## config.mk

```make
export PLATFORM = sky130hd
export DESIGN_NAME = axi4_burst_master
export DESIGN_NICKNAME = d
export VERILOG_FILES = /design/src/rtl/axi4_burst_master_pkg.sv /design/src/rtl/axi4_beat_counter.sv /design/src/rtl/axi4_burst_master.sv
export SDC_FILE = /design/constraint.sdc
export NUM_CORES = 1
export LEC_CHECK = 0
export CAP_MARGIN = 20
export CORE_ASPECT_RATIO = 1.1
export CORE_MARGIN = 5
export CORE_UTILIZATION = 38
export CTS_BUF_LIST = sky130_fd_sc_hd__clkbuf_8
export DETAILED_ROUTE_END_ITERATION = 16
export PLACE_DENSITY = 0.84
export SYNTH_ARGS = -nofsm -noshare
export SYNTH_HDL_FRONTEND = slang
export SYNTH_HIERARCHICAL = 1
export SYNTH_SLANG_ARGS = --single-unit
```

## constraint.sdc

```tcl
create_clock -name clk -period 2.4 [get_ports clk]
set_clock_uncertainty 0.15 [all_clocks]
set_input_delay 0.48 -clock clk [delete_from_list [all_inputs] [get_ports clk]]
set_output_delay 0.48 -clock clk [all_outputs]
set_load 0.05 [all_outputs]
```

## src/rtl/axi4_burst_master_pkg.sv

```systemverilog
// Shared encodings for the AXI4 burst master: FSM states, burst type, size and response codes.
package axi4_burst_master_pkg;

    typedef enum logic [2:0] {
        ST_IDLE,
        ST_WAIT_GRANT,
        ST_ADDR,
        ST_DATA,
        ST_RESP,
        ST_RELEASE
    } state_e;

    localparam logic [1:0] BURST_INCR  = 2'b01;
    localparam logic [2:0] SIZE_BYTE   = 3'b000;
    localparam logic [1:0] RESP_OKAY   = 2'b00;
    localparam logic [1:0] RESP_SLVERR = 2'b10;

endpackage

```

## src/rtl/axi4_beat_counter.sv

```systemverilog
// Burst beat counter: clears on entry to the data phase, counts handshakes, flags the last beat.
module axi4_beat_counter (
    input  logic       clk,
    input  logic       rst,
    input  logic       clr_i,
    input  logic       inc_i,
    input  logic [7:0] len_i,
    output logic [7:0] cnt_o,
    output logic       last_o
);

    logic [7:0] cnt_q, cnt_d;

    always_comb begin
        cnt_d = cnt_q;
        if (clr_i)
            cnt_d = '0;
        else if (inc_i)
            cnt_d = cnt_q + 8'd1;
    end

    always_ff @(posedge clk) begin
        if (rst)
            cnt_q <= '0;
        else
            cnt_q <= cnt_d;
    end

    assign cnt_o  = cnt_q;
    assign last_o = (cnt_q == len_i);

endmodule

```

## src/rtl/axi4_burst_master.sv

```systemverilog
// Single-burst AXI4 master: takes one command, wins the interconnect grant, runs one INCR burst,
// then reports completion with the slave response (or SLVERR for an out-of-range command).
module axi4_burst_master
    import axi4_burst_master_pkg::*;
#(
    parameter int         memWidth      = 8,
    parameter int         memDepth      = 32,
    parameter int         addressLength = 5,
    parameter logic [3:0] masterId      = 4'h1
) (
    input  logic                     clk,
    input  logic                     rst,
    input  logic                     cmd_valid,
    output logic                     cmd_ready,
    input  logic                     cmd_write,
    input  logic [addressLength-1:0] cmd_addr,
    input  logic [7:0]               cmd_len,
    input  logic [memWidth-1:0]      wr_data,
    input  logic                     wr_valid,
    output logic                     wr_ready,
    output logic [memWidth-1:0]      rd_data,
    output logic                     rd_valid,
    input  logic                     rd_ready,
    output logic                     done,
    output logic [1:0]               done_resp,
    input  logic                     Master_Set,
    output logic                     Master_Release,
    output logic [3:0]               ARID,
    output logic [addressLength-1:0] ARADDR,
    output logic [1:0]               ARBURST,
    output logic                     ARVALID,
    output logic [7:0]               ARLEN,
    output logic [2:0]               ARSIZE,
    input  logic                     ARREADY,
    input  logic [3:0]               RID,
    input  logic [memWidth-1:0]      RDATA,
    input  logic                     RLAST,
    input  logic                     RVALID,
    input  logic [1:0]               RRESP,
    output logic                     RREADY,
    output logic [3:0]               AWID,
    output logic [addressLength-1:0] AWADDR,
    output logic [1:0]               AWBURST,
    output logic                     AWVALID,
    output logic [7:0]               AWLEN,
    output logic [2:0]               AWSIZE,
    input  logic                     AWREADY,
    output logic [3:0]               WID,
    output logic [memWidth-1:0]      WDATA,
    output logic                     WLAST,
    output logic                     WVALID,
    input  logic                     WREADY,
    input  logic [3:0]               BID,
    input  logic [1:0]               BRESP,
    input  logic                     BVALID,
    output logic                     BREADY
);

    state_e                   state_q, state_d;
    logic                     write_q, write_d;
    logic [addressLength-1:0] addr_q, addr_d;
    logic [7:0]               len_q, len_d;
    logic                     done_q, done_d;
    logic [1:0]               done_resp_q, done_resp_d;

    logic       cnt_clr, cnt_inc, cnt_last;
    logic [7:0] cnt;
    logic [8:0] end_addr;
    logic       range_err;
    logic       unused_ids;

    assign end_addr   = 9'(cmd_addr) + 9'(cmd_len);
    assign range_err  = (end_addr > 9'(memDepth - 1));
    assign unused_ids = ^{RID, BID};

    axi4_beat_counter u_beat_counter (
        .clk    (clk),
        .rst    (rst),
        .clr_i  (cnt_clr),
        .inc_i  (cnt_inc),
        .len_i  (len_q),
        .cnt_o  (cnt),
        .last_o (cnt_last)
    );

    always_comb begin
        state_d        = state_q;
        write_d        = write_q;
        addr_d         = addr_q;
        len_d          = len_q;
        done_d         = 1'b0;
        done_resp_d    = done_resp_q;
        cnt_clr        = 1'b0;
        cnt_inc        = 1'b0;
        cmd_ready      = 1'b0;
        Master_Release = 1'b0;
        ARVALID        = 1'b0;
        AWVALID        = 1'b0;
        WVALID         = 1'b0;
        wr_ready       = 1'b0;
        rd_valid       = 1'b0;
        RREADY         = 1'b0;
        BREADY         = 1'b0;

        unique case (state_q)
            ST_IDLE: begin
                cmd_ready      = 1'b1;
                Master_Release = 1'b1;
                if (cmd_valid) begin
                    write_d = cmd_write;
                    addr_d  = cmd_addr;
                    len_d   = cmd_len;
                    // Bursts running past the slave's top word never reach the bus.
                    if (range_err) begin
                        done_d      = 1'b1;
                        done_resp_d = RESP_SLVERR;
                    end else begin
                        state_d = ST_WAIT_GRANT;
                    end
                end
            end
            ST_WAIT_GRANT: begin
                if (Master_Set)
                    state_d = ST_ADDR;
            end
            ST_ADDR: begin
                ARVALID = !write_q;
                AWVALID = write_q;
                if (write_q ? AWREADY : ARREADY) begin
                    cnt_clr = 1'b1;
                    state_d = ST_DATA;
                end
            end
            ST_DATA: begin
                if (write_q) begin
                    WVALID   = wr_valid;
                    wr_ready = WREADY;
                    cnt_inc  = wr_valid && WREADY;
                    if (wr_valid && WREADY && cnt_last)
                        state_d = ST_RESP;
                end else begin
                    rd_valid = RVALID;
                    RREADY   = rd_ready;
                    cnt_inc  = RVALID && rd_ready;
                    if (RVALID && rd_ready && (RLAST || cnt_last)) begin
                        done_d      = 1'b1;
                        done_resp_d = RRESP;
                        state_d     = ST_RELEASE;
                    end
                end
            end
            ST_RESP: begin
                BREADY = 1'b1;
                if (BVALID) begin
                    done_d      = 1'b1;
                    done_resp_d = BRESP;
                    state_d     = ST_RELEASE;
                end
            end
            ST_RELEASE: begin
                Master_Release = 1'b1;
                if (!Master_Set)
                    state_d = ST_IDLE;
            end
            default: state_d = ST_IDLE;
        endcase

        // While reset is held the bus side looks idle and released regardless of state.
        if (rst) begin
            cmd_ready      = 1'b0;
            Master_Release = 1'b1;
            ARVALID        = 1'b0;
            AWVALID        = 1'b0;
            WVALID         = 1'b0;
            wr_ready       = 1'b0;
            rd_valid       = 1'b0;
            RREADY         = 1'b0;
            BREADY         = 1'b0;
        end
    end

    always_ff @(posedge clk) begin
        if (rst) begin
            state_q     <= ST_IDLE;
            write_q     <= 1'b0;
            addr_q      <= '0;
            len_q       <= '0;
            done_q      <= 1'b0;
            done_resp_q <= '0;
        end else begin
            state_q     <= state_d;
            write_q     <= write_d;
            addr_q      <= addr_d;
            len_q       <= len_d;
            done_q      <= done_d;
            done_resp_q <= done_resp_d;
        end
    end

    assign ARID      = masterId;
    assign AWID      = masterId;
    assign WID       = masterId;
    assign ARADDR    = addr_q;
    assign AWADDR    = addr_q;
    assign ARLEN     = len_q;
    assign AWLEN     = len_q;
    assign ARBURST   = BURST_INCR;
    assign AWBURST   = BURST_INCR;
    assign ARSIZE    = SIZE_BYTE;
    assign AWSIZE    = SIZE_BYTE;
    assign WDATA     = wr_data;
    assign WLAST     = (state_q == ST_DATA) && write_q && cnt_last && !rst;
    assign rd_data   = RDATA;
    assign done      = done_q;
    assign done_resp = done_resp_q;

endmodule
```

==> results of run 1 <==
-- final cells by class --
type / instances / area [sq um] / area share [%]
flip-flops and latches: 28 / 562 / 20.3
multi-input cells: 176 / 1110 / 40.3
inverters: 7 / 26.3 / 0.949
well taps: 75 / 93.8 / 3.39
clock buffers: 3 / 41.3 / 1.49
clock inverters: 1 / 30.0 / 1.08
repair buffers: 84 / 901 / 32.5
-- synth_stat cells (3+ instances only) --
library cell | number | share of area [%]
a21oi_1 | 20 | 4.9
a32oi_1 | 3 | 1.3
and3_1 | 3 | 0.92
buf_2 | 3 | 0.74
buf_4 | 51 | 19
clkbuf_1 | 8 | 1.5
dfxtp_1 | 28 | 28
ha_1 | 6 | 3.7
inv_1 | 7 | 1.3
mux2i_1 | 3 | 1.5
nand2_1 | 32 | 5.9
nand2b_1 | 3 | 0.92
nand3_1 | 4 | 0.99
nand4_1 | 5 | 1.5
nor2_1 | 16 | 3.0
nor3_1 | 4 | 0.99
o21ai_0 | 6 | 1.5
or3_1 | 4 | 1.2
xnor2_1 | 10 | 4.3
xor2_1 | 3 | 1.3
-- cell families (layout without fill, tap and decap cells) --
group	count (synthesis)	count (layout)	synth area share (%)
buffers and inverters	71	95	23.2
xor gates and xnor gates	13	13	5.61
other	2	22	0.370
DFF	28	28	27.6
and+or+nand+nor	89	89	23.4
muxes	3	3	1.48
AOI/OAI and AO/OA	42	42	13.7
adders and majority gates	7	7	4.69
-- flip-flops by register name, summed over array words and instances, names as in the netlist --
register              count
ARADDR                    5
ARLEN                     8
done                      1
done_resp                 2
state_q                   3
u_beat_counter/cnt_o      8
write_q                   1
-- path summary, 6_finish.rpt --
kind,to,slack (ns),cells after the start
max reg2reg,u_beat_counter/cnt_o[5]$_SDFFE_PP0P_,0.24,6
min reg2reg,done_resp[0]$_SDFFE_PP0P_,0.32,2
min,done_resp[0]$_SDFFE_PP0P_,0.32,2
max,done_resp[0]$_SDFFE_PP0P_,0.04,8
-- per-stage QoR --
step | setup TNS [ns] | area (sq um)
2_1_floorplan | -1.45 | 2110
3_3_place_gp | -0.914 | 2650
3_5_place_dp | -0.961 | 2650
4_1_cts | 0 | 2730
5_1_grt | 0 | 2770
6_report | 0 | 2770
-- critical path: stages --
cell             delay [ns]
clkdlybuf4s50_1        0.55
ha_4                   0.24
a2111oi_4              0.32
buf_4                  0.18
nor2_4                 0.04
a211oi_2               0.25
a222oi_1               0.15
a211oi_2               0.19
-- report_power, final --
part           internal, mW  switching [mW]
Sequential            0.489          0.0258
Combinational         0.187           0.336
Clock                 0.223           0.149
Total                 0.899           0.511
-- repair_timing --
action,4_1_cts,5_1_grt
gates resized for setup,1,5
hold buffers,0,0
buffers inserted,0,1
pin swaps,0,1
endpoints found under the setup margin,1,9
-- metal layers --
metal  wire [um]  vias up  global-route usage, %
li1            -      879                      -
met1        2020      842                   17.3
met2        2490       82                   24.1
met3         430       13                   3.43
met4          82        0                   5.47
met5           0        -                      0
==> results.cfg, run 1 <==
[run_status]
status = finished, final reports clean

[worst_setup_path]
critical_path.max_fanout = 3
startpoint_type_of_the_worst_setup_path = input port
worstSetupPathType = in2reg
setup_crit_start = cmd_addr[4]
critical_path.endpoint_type = flip-flop
worst_r2r_startpoint = state_q[1]$_SDFFE_PP0P_
cp.required_ns = 2.46
cp_data_arrival_time_ns = 2.41

[global_routing]
total_grt_usage_pct = 14.2
grt_remaining_overflow = 0
grt_start_max_net_pins = 20
wire_length_of_the_first_global_routing_pass_mm = 7.93
antenna_found_initial = 0
vias_in_the_first_global_route = 1746

[floorplan]
placeable_area_sq_um = 5290
fp.dieArea_sq_um = 6900
chipWidth_um = 79.7
height_of_the_die_um = 86.6
std_cell_rows = 28
num_io_pins = 131
initial_standard_cell_utilization_of_the_core_pct = 38.4

[synthesis]
ys.flop_type = dfxtp_1
synth_cell_type_count = 48
ys_async_sr_fraction_pct = 0
syn_area_sq_um = 2030
synth_warnings = 6
synth.ff_latch_count = 28
avgSynthCellArea_sq_um = 7.96
netlist_instances = 255
register_area_share_after_synthesis_pct = 27.6
synth_enable_flop_cells = 0

[clock_tree]
cts.clk_slew.worst_paths_ns = 0.10
tritoncts_clock_tree = built
number_of_buffers_on_the_longest_clock_path = 2
cts_root_buffer = clkbuf_8
worstSkewPairLatency_ns = 0.27
cts.htree.levels = 1
cts.sinks = 28
cts_inserted_buffers = 3

[pwr]
power.density_nw_per_um2 = 509
total_power_mw = 1.41
leakage_nw = 1.06
ir_worst_vdd_mv = 0.287

[routing]
detailedRoute.firstIterationViolations = 79
dr_total_vias = 1816
drt_drc_violations_left = 0
drtPass1Iterations = 4
drt-wirelength-per-cell_um = 13.4
drtAntennaViolNets = 0
routed_wl_mm = 5.02
drt-vias-per-instance = 4.86

[layout]
syn2layout_area_growth_pct = 36.4
mostFrequentLayoutCells = clkdlybuf4s50_1 (58), nand2_1 (32), dfxtp_1 (27)
final_std_cells_w_o_fill = 374
fin_nets = 361
antenna_cells_inserted = 0
commonest_non_fill_non_tap_cell_in_the_layout = clkdlybuf4s50_1
postLayoutCoreUtil_pct = 52.3
post_route_cells_drive_above_1_share_pct = 15.4
fill_cells = 508

[sta]
maxSlewHeadroom_pct = 65.9
finalHoldViolations = 0
hold_slack_ns = 0.317
unrepaired_setup_endpoints_after_global_routing = false
timing_worst_slew_pin_value_ns = 0.510
period_minus_slack_ns = 2.36
timing_max_transition_violations_final = 0
period_share_pct = 98.2
fmax_mhz = 424
setup-violations-final = 0
postLayoutSetupSlackWorst_ns = 0.0443

[placement]
placedCellCount = 369
placement.setup.worst_slack_ns = -0.280
global_placement_routability_congestion = 0.786
placement.io_buffers = 68
post-dp-hpwl_mm = 3.87

[worst_hold_path]
min_from = done_resp[0]$_SDFFE_PP0P_
min_path_type = reg2reg

[job]
timing.max_cap.violations = 0
No activity file was read; power rests on OpenSTA's default activity.
==> run 2, diff against run 1 <==
--- a/config.mk
+++ b/config.mk
@@ -11,6 +11,7 @@
 export CORE_UTILIZATION = 38
 export CTS_BUF_LIST = sky130_fd_sc_hd__clkbuf_8
 export DETAILED_ROUTE_END_ITERATION = 16
+export HOLD_SLACK_MARGIN = 0.08
 export PLACE_DENSITY = 0.84
 export SYNTH_ARGS = -nofsm -noshare
 export SYNTH_HDL_FRONTEND = slang
==> results of run 2 <==
Final layout, timing and power as in run 1 (identical DEF).
==> run 3, diff against run 2 <==
==> constraint.sdc (replaced) <==
create_clock -name clk -period 2.4 [get_ports clk]
set_clock_uncertainty 0.15 [all_clocks]
set_input_delay 0.24 -clock clk [delete_from_list [all_inputs] [get_ports clk]]
set_output_delay 0.24 -clock clk [all_outputs]
set_load 0.005 [all_outputs]
==> results.cfg, run 3 (synthesis gave the netlist of run 1 again) <==
[worst_setup_path]
critical_path.endpoint_type = output port
setup_crit_start = state_q[1]$_SDFFE_PP0P_
worstRegToRegCells = 6
startpoint_type_of_the_worst_setup_path = flip-flop
critical_path.max_fanout = 11
worst_r2r_startpoint = state_q[2]$_SDFFE_PP0P_
cp.required_ns = 2.01
worstSetupPathType = reg2out
cp_data_arrival_time_ns = 1.91

[layout]
fin_nets = 354
post_route_cells_drive_above_1_share_pct = 10.6
antenna_cells_inserted = 0
mostFrequentLayoutCells = clkdlybuf4s50_1 (68), nand2_1 (32), dfxtp_1 (24)
syn2layout_area_growth_pct = 27.9
postLayoutCoreUtil_pct = 49.1
commonest_non_fill_non_tap_cell_in_the_layout = clkdlybuf4s50_1
fill_cells = 492
postLayoutCellArea_sq_um = 2590

[floorplan]
num_io_pins = 131
placeable_area_sq_um = 5290
chipWidth_um = 79.7
initial_standard_cell_utilization_of_the_core_pct = 38.4
std_cell_rows = 28
fp.dieArea_sq_um = 6900
height_of_the_die_um = 86.6

[routing]
routed_wl_mm = 4.91
drt_drc_violations_left = 0
drtAntennaViolNets = 0
drt-vias-per-instance = 4.81
drtPass1Iterations = 4
detailedRoute.firstIterationViolations = 99
dr_total_vias = 1766
drt-wirelength-per-cell_um = 13.4

[global_routing]
vias_in_the_first_global_route = 1596
global_route_hottest_layer = met2
grt_use_met3_pct = 4.68
total_grt_usage_pct = 13.5
use_met1_pct = 16.9
grt_start_max_net_pins = 21
antenna_found_initial = 0
grt_remaining_overflow = 0
wire_length_of_the_first_global_routing_pass_mm = 7.56
groute.layer.met2.usage_pct = 22.8

[pwr]
total_power_mw = 1.19
ir_worst_vdd_mv = 0.253
power.density_nw_per_um2 = 460
leakage_nw = 0.977

[run_status]
status = finished, final reports clean

[sta]
finalHoldViolations = 0
unrepaired_setup_endpoints_after_global_routing = true
hold_slack_ns = 0.326
fmax_mhz = 434
period_share_pct = 96.0
totalNegativeSetupSlack_ns = 0
setup-violations-final = 0
timing_max_transition_violations_final = 0
period_minus_slack_ns = 2.30

[clock_tree]
cts_root_buffer = clkbuf_8
cts.sinks = 28
cts.htree.levels = 1
tritoncts_clock_tree = built
cts_inserted_buffers = 3
number_of_buffers_on_the_longest_clock_path = 2
cts.clk_slew.worst_paths_ns = 0.09
worstSkewPairLatency_ns = 0.28
cts-hold-fix-buffers = 0

[job]
timing.max_cap.violations = 0

[placement]
post-dp-hpwl_mm = 3.90
placed_cell_areas_sq_um = 2490
global_placement_routability_congestion = 0.805
placement.io_buffers = 68

[worst_hold_path]
min_path_type = reg2reg
hold_path_depth = 2
min_from = done_resp[0]$_SDFFE_PP0P_
## run 3: cell count changes in the layout (fill, tap and decap cells not counted), moves of 2 or more
cell / previous run / this run
buf_4: 16 / 9
clkdlybuf4s50_1: 58 / 68
buf_12: 10 / 0
dfxtp_2: 1 / 3
dfxtp_1: 27 / 24
## run 3: through the flow
stage                     std cells  worst slack (ns)
after floorplan                 275             0.572
after global placement          361           -0.0171
after detailed placement        361          -0.00546
after CTS                       365            0.0107
after global routing            367           -0.0105
final                           367            0.0953
## run 3: what timing repair did
action                                  CTS  global route
buffers inserted                          0             2
gates resized for setup                   2             6
endpoints found under the setup margin    4             7
pin swaps                                 0             0
cloned                                    0             0
## run 3: area by class of cell
| class | instances | area, sq um | share of cell area [%] |
|---|---|---|---|
| multi-input cells | 176 | 1090 | 41.9 |
| repair buffers | 77 | 748 | 28.8 |
| flip-flops and latches | 28 | 568 | 21.9 |
| well taps | 75 | 93.8 | 3.62 |
| clock buffers | 3 | 41.3 | 1.59 |
| clock inverters | 1 | 30.0 | 1.16 |
| inverters | 7 | 26.3 | 1.01 |
## run 3: routing by layer
layer  wire (um)  up-vias
met5           0        -
met4          43        0
met3         459        6
met2        2380       85
met1        2020      812
li1            -      863
## run 3: path summary, 6_finish.rpt
path / to / slack, ns
max reg2reg: u_beat_counter/cnt_o[7]$_SDFFE_PP0P_ / 0.24
min: done_resp[0]$_SDFFE_PP0P_ / 0.33
min reg2reg: done_resp[0]$_SDFFE_PP0P_ / 0.33
max: AWVALID / 0.1
## run 3: worst max-delay path: stages (launching register included)
cell             delay, ns
dfxtp_4               0.41
inv_1                 0.09
or3_1                 0.44
nor3b_2               0.18
clkdlybuf4s50_1       0.52
## run 3: where the power goes
part	total (mW)	internal (mW)	leakage (nW)	switching, mW
clock	0.376	0.223	0.0357	0.152
combinational	0.300	0.171	0.710	0.129
sequential	0.517	0.488	0.231	0.0283
total	1.19	0.883	0.977	0.310
